==> src/rtl/stream_accumulator.sv <==
// Per-lane accumulator: sums NP input beats of NC signed lanes and emits one beat of exact-width sums.
// Optional STREAM_ACCUMULATOR_OVERLAP_EN lets a new group start on the same cycle the held sum is taken.
//
// state | meaning
// ACC   | accepting beats, building the per-lane sums
// HOLD  | sum presented downstream, waiting for the output transfer
module stream_accumulator #(
  parameter  int NP = 5,
  parameter  int NC = 6,
  parameter  int WV = 4,
  localparam int WA = $clog2(NP) + 1 + WV
) (
  input  logic               iCLK,
  input  logic               iRST,
  input  logic               iValid_AS,
  output logic               oReady_AS,
  input  logic [NC*(WV+1)-1:0] iData_AS,
  output logic               oValid_BM,
  input  logic               iReady_BM,
  output logic [NC*WA-1:0]   oData_BM
);

  localparam int             CW   = (NP > 1) ? $clog2(NP) : 1;
  localparam logic [CW-1:0]  LAST = CW'(NP - 1);

  typedef enum logic {ACC = 1'b0, HOLD = 1'b1} state_t;

  state_t                state_q, state_d;
  logic [CW-1:0]         cnt_q, cnt_d;
  logic signed [WA-1:0]  acc_q [NC];
  logic signed [WA-1:0]  acc_d [NC];
  logic signed [WA-1:0]  lane_ext [NC];
  logic signed [WV:0]    lane_raw [NC];
  logic                  in_xfer, out_xfer;

  always_comb begin
    for (int i = 0; i < NC; i++) begin
      lane_raw[i] = iData_AS[i*(WV+1) +: WV+1];
      lane_ext[i] = WA'(lane_raw[i]);
    end
  end

  assign in_xfer  = iValid_AS & oReady_AS;
  assign out_xfer = oValid_BM & iReady_BM;

  always_ff @(posedge iCLK) begin
    if (iRST) begin
      state_q <= ACC;
      cnt_q   <= '0;
      for (int i = 0; i < NC; i++) acc_q[i] <= '0;
    end else begin
      state_q <= state_d;
      cnt_q   <= cnt_d;
      for (int i = 0; i < NC; i++) acc_q[i] <= acc_d[i];
    end
  end

  always_comb begin
    state_d = state_q;
    cnt_d   = cnt_q;
    for (int i = 0; i < NC; i++) acc_d[i] = acc_q[i];
    case (state_q)
      ACC: begin
        if (in_xfer) begin
          for (int i = 0; i < NC; i++)
            acc_d[i] = (cnt_q == '0) ? lane_ext[i] : acc_q[i] + lane_ext[i];
          if (cnt_q == LAST) begin
            cnt_d   = '0;
            state_d = HOLD;
          end else begin
            cnt_d = cnt_q + 1'b1;
          end
        end
      end
      HOLD: begin
        if (out_xfer) begin
          state_d = ACC;
`ifdef STREAM_ACCUMULATOR_OVERLAP_EN
          // first beat of the next group lands on the same edge the sum leaves
          if (in_xfer) begin
            for (int i = 0; i < NC; i++) acc_d[i] = lane_ext[i];
            if (LAST == '0) begin
              cnt_d   = '0;
              state_d = HOLD;
            end else begin
              cnt_d = CW'(1);
            end
          end
`endif
        end
      end
      default: state_d = ACC;
    endcase
  end

  always_comb begin
    oValid_BM = (state_q == HOLD);
`ifdef STREAM_ACCUMULATOR_OVERLAP_EN
    oReady_AS = (state_q == ACC) | iReady_BM;
`else
    oReady_AS = (state_q == ACC);
`endif
    for (int i = 0; i < NC; i++) oData_BM[i*WA +: WA] = acc_q[i];
  end

endmodule

==> config.mk <==
export PLATFORM = sky130hd
export DESIGN_NAME = stream_accumulator
export DESIGN_NICKNAME = d
export VERILOG_FILES = /design/src/rtl/stream_accumulator.sv
export SDC_FILE = /design/constraint.sdc
export NUM_CORES = 1
export LEC_CHECK = 0
export ABC_AREA = 0
export CELL_PAD_IN_SITES_DETAIL_PLACEMENT = 0
export CELL_PAD_IN_SITES_GLOBAL_PLACEMENT = 1
export CORE_MARGIN = 4
export CORE_UTILIZATION = 35
export DETAILED_ROUTE_END_ITERATION = 8
export PLACE_DENSITY_LB_ADDON = 0.1
export REMOVE_ABC_BUFFERS = 1
export SLEW_MARGIN = 40
export SYNTH_ARGS = -nofsm -noshare
export SYNTH_HDL_FRONTEND = slang
export SYNTH_SLANG_ARGS = --single-unit
==> constraint.sdc <==
create_clock -name iCLK -period 3.6 [get_ports iCLK]
set_input_delay 0.72 -clock iCLK [delete_from_list [all_inputs] [get_ports iCLK]]
set_output_delay 0.72 -clock iCLK [all_outputs]
set_load 0.01 [all_outputs]
=== After elaboration in Yosys (flattened, before gate mapping) ===
Memory sizes are Yosys's and may differ from the RTL's.
Index checks and enable logic that the tools add are counted.

* Add/subtract/negate cells: 7
* $mul: 0
* Divide/modulo/power cells: 0
* Order comparisons: 0
* Equality and inequality tests: 1
* Shifts and indexed selects: 0
* Multiplexer cells: 22
* Bitwise logic cells: 9
* Reductions and logical operators: 2

{| class="wikitable"
|+ Operators by type and width
! kind !! number
|-
| $mux 48 || 2
|-
| $mux 8 || 12
|-
| $add 8x5->8 || 6
|-
| $mux 1 || 6
|-
| $or 1x1->1 || 6
|-
| $add 3x1->3 const B || 1
|-
| $eq 3x3->1 const B || 1
|-
| $logic_not 3->1 || 1
|-
| $mux 3 || 1
|-
| $and 1x1->1 || 2
|-
| $pmux 1 s2 || 1
|-
| $reduce_and 2->1 || 1
|-
| $not 1->1 || 1
|}

* Flip-flop bits (word level): 4
* Bits in latches: 0
* Memory bits (writable): 48
* Bits in read-only memories: 0
* Input bits: 34
* Output and inout bits: 50
* Logic and storage cells: 44
* Memories: 1

{| class="wikitable"
|+ Memories
! name !! depth !! bits a word !! rd ports !! clocked after Yosys merged registers in !! wr ports !! line !! text
|-
| acc_q || 6 || 8 || 6 || 0 || 6 || 30 || <nowiki>logic signed [WA-1:0] acc_q [NC];</nowiki>
|}

=== Logic depth before layout (Yosys ltp) ===
* Depth after elaboration: 5
* Gate-level depth with buffers: 10
* Depth with buffers taken out: 8

=== Least setup slack after synthesis ===
OpenSTA, ideal clock, no wires.

* Path kind: in2reg
* Start point: in iData_AS[4]
* End point: mem acc_q[0][7] in the netlist's numbering
* Setup time: 0.117 ns
* Data arrival time: 2.178 ns
* Required time: 3.483 ns
* Setup slack: 1.306 ns
* Cell stages on the path: 6
* Buffers on the path: 0
* Path through: ha_1 > nand3_1 > or3_4 > and2_4 > a311o_1 > a22o_1

{| class="wikitable"
|+ RTL lines
! item !! line !! text
|-
| start, declared || 17 || <nowiki>input logic [NC*(WV+1)-1:0] iData_AS,</nowiki>
|-
| end, declared || 30 ||
|}

==> metrics <==
CTS clk-pin slew, worst paths=70 ps; xor/xnor share of the synthesized area=0; post-synthesis cell area=approximately 4300 um2; endpoints failing hold=0; Leak=~2.2 nW; hold-fix buffers at CTS=0; full die area=about 14000 um2; Max Fanout on Critical Path=8; outcome=finished clean; CTS Buf Count=5; Pre-antenna DRT Iters=4; Detail Route Antenna Nets=0; routed via count=4162; Worst Setup Start Kind=primary input; largest family of logic cells by synthesized area=compound AO/OA/AOI/OAI gates; Clock Skews=a little over 9 ps; Tot Pwr=1.91 mW; worst skew pair latency=310 ps; top-level I/O count=84; clock root buffer=clkbuf_16; Buf+Inv Stages, Crit Path=1; Mapped Cells=553; largest net degree at the start of global routing=63; Clk network pwr share=0.272; clk sinks=52; crit end category=register; adder-cell area share of the yosys netlist=0.156; dominant cells by area after synthesis=dfxtp_1, ha_1, a211oi_1; Min Clock Period, post-route=between 2000 and 3000 ps; Seq/Total Area, Yosys=0.243; Hold WC Path Type=reg2reg; count of different cell masters after synthesis=41; Yosys reg bits=52; port buffer count=83; fraction of registers with async set/reset=0; Seq pwr share=0.352; Slew headroom=0.648; Core Region=12000 um2; dominant cell type by area after synthesis=dfxtp_1; postcts setup bufs=0; # setup viols final=0; post-synthesis mux area share=0.0280; Routed wire per std cell=about 16 um; CTS tree=yes; vias in the first global route=around 4200; EDFF count, synth=0; max_cap viols=0; initial antenna violation count=0; first-pass GRT wire length=around 20 mm; Final #Nets=just over 700; Net Sw Frac=0.345; Pint=approximately 1.3 mW; CP max stage delay=560 ps; Rows=40; family with the most delay on the worst path=simple AND/OR/NAND/NOR gates; Worst EP required=between 3000 and 4000 ps; crit path DAT=between 2000 and 3000 ps; Post-Synth Simple-Gate Area=0.239; Comb power frac=0.376; unrepaired setup endpoints after global routing=no; DR iter-0 viols=around 260; Antenna Cells=0; slowest cell on the critical path=clkdlybuf4s50_1; Compound-Gate Fraction of Synth Area=0.282; P&R area growth vs syn=26.4%; main flop type after synthesis=dfxtp_1; worst vdd ir=about 0.22 mV; Bufs on Longest Clock Path=2; NetSw=~660 uW; Synthesis Warnings=0; Max Fclk=roughly 370 MHz; Core Util, Final=0.451; Via-to-Cell Ratio=approximately 5.4; Post-Syn Area per Cell=just under 8 um2; HPWL after detailed placement=slightly above 8 mm; die width=119 um; fin crit share=0.756; Overflow after GRT=0; Synth top cells by count=nor2_1, dfxtp_1, a211oi_1; critical path class=in2reg; share of layout cells above drive strength 1=0.0289; Worst Tran Pin Value=529 ps; H-tree depth=2; count leader, synth=nor2_1; DIE HEIGHT=approximately 120 um; Initial Util=0.357; DRC=0; routed wire length=~12 mm; power density cells=about 350 nW/um2; share of the synthesized area in the top cell type=0.243; CTS resizes=0; fin. max-slew vios=0; GPL Wtd Cong=between 0.7 and 0.8; CP Cell Sequence=clkdlybuf4s50_1, ha_1, nand3_1, or3_4, and2_4, a311o_1, a22o_1; overall routing resource usage=0.172
==> cell usage in the layout, fill, tap and decap left out, types with 2 or more instances in the layout <==
master | Yosys | routed
ha_1 | 44 | 44
buf_12 | 0 | 2
dfxtp_1 | 52 | 52
o21ai_0 | 40 | 40
fa_1 | 6 | 6
clkdlybuf4s50_1 | 0 | 82
a21oi_1 | 24 | 24
nand3b_1 | 6 | 6
nor3_1 | 26 | 26
o22ai_1 | 5 | 5
nor2b_4 | 0 | 2
and2_1 | 6 | 6
a211oi_1 | 46 | 46
o31a_1 | 10 | 10
nor2b_1 | 19 | 17
a21boi_0 | 6 | 6
a21o_1 | 11 | 11
nand2_1 | 40 | 40
a22o_1 | 6 | 6
nand3_1 | 3 | 3
mux2i_1 | 12 | 12
a311oi_1 | 12 | 12
clkbuf_16 | 0 | 5
inv_1 | 29 | 29
clkbuf_1 | 19 | 2
nor2_1 | 72 | 72
o311ai_0 | 6 | 6
nor3b_1 | 16 | 16
buf_4 | 0 | 4
nand2b_1 | 4 | 3
nor4b_1 | 6 | 6
and3_1 | 6 | 6
==> path summary, 6_finish.rpt <==
path / start / endpoint / slack [ps] / cells after the start
setup / recovery: iData_AS[4] / acc_q[0][7] / 880 / 7
hold / removal: cnt_q[1] / cnt_q[1] / 480 / 2
setup reg to reg: acc_q[3][0] / acc_q[3][6] / 1450 / 8
hold reg to reg: cnt_q[1] / cnt_q[1] / 480 / 2
==> flip-flops by register name, indices dropped and copies added, names as in the netlist <==
| register | flops |
|---|---|
| acc_q | 48 |
| oValid_BM | 1 |
| cnt_q | 3 |
==> tightest hold or removal path: cells and delay by family (launching register included) <==
kind            cells  cell delay [ps]
simple gates        1               60
compound gates      1               50
flops               1              330
==> routing by layer <==
layer  share of wire  vias up  GRT usage
met4           0.022        0     0.0615
met1            0.50     1899      0.231
met5               0        -          0
met2            0.43       73      0.270
met3           0.047       17     0.0378
li1                -     2173          -
==> kinds of logic after synthesis <==
logic type      Yosys count
buf+inv                  57
fa+ha+maj                50
compound gates          176
mux                      12
simple gates            206
flops                    52
==> stage by stage <==
step / setup TNS (ps) / area (um2) / hold slack, ps / std cells / setup slack, ps
floorplan: -29030 / 4170 / 447 / 525 / -820
global placement: 0 / 5270 / 462 / 761 / 610
detailed placement: 0 / 5270 / 473 / 761 / 568
CTS: 0 / 5420 / 484 / 769 / 905
global route: 0 / 5420 / 518 / 769 / 754
finish: 0 / 5420 / 478 / 769 / 877
==> power by group through the flow <==
| stage | registers, mW | logic, mW | clock network (mW) |
|---|---|---|---|
| finish | 0.671 | 0.717 | 0.520 |
| global route | 0.680 | 0.808 | 0.565 |
| CTS | 0.671 | 0.722 | 0.546 |
| detailed placement | 0.684 | 0.717 | 0 |
| global placement | 0.683 | 0.710 | 0 |
| floorplan | 0.700 | 0.426 | 0 |
==> area by class of cell <==
cell class | instances | area, um2
multi-input cells | 444 | 3040
inverters | 29 | 109
well taps | 147 | 184
flip-flops and latches | 52 | 1040
fillers | 1205 | 6600
clock buffers | 8 | 146
repair buffers | 89 | 896
Note: power is estimated with default switching activity, not from simulation.
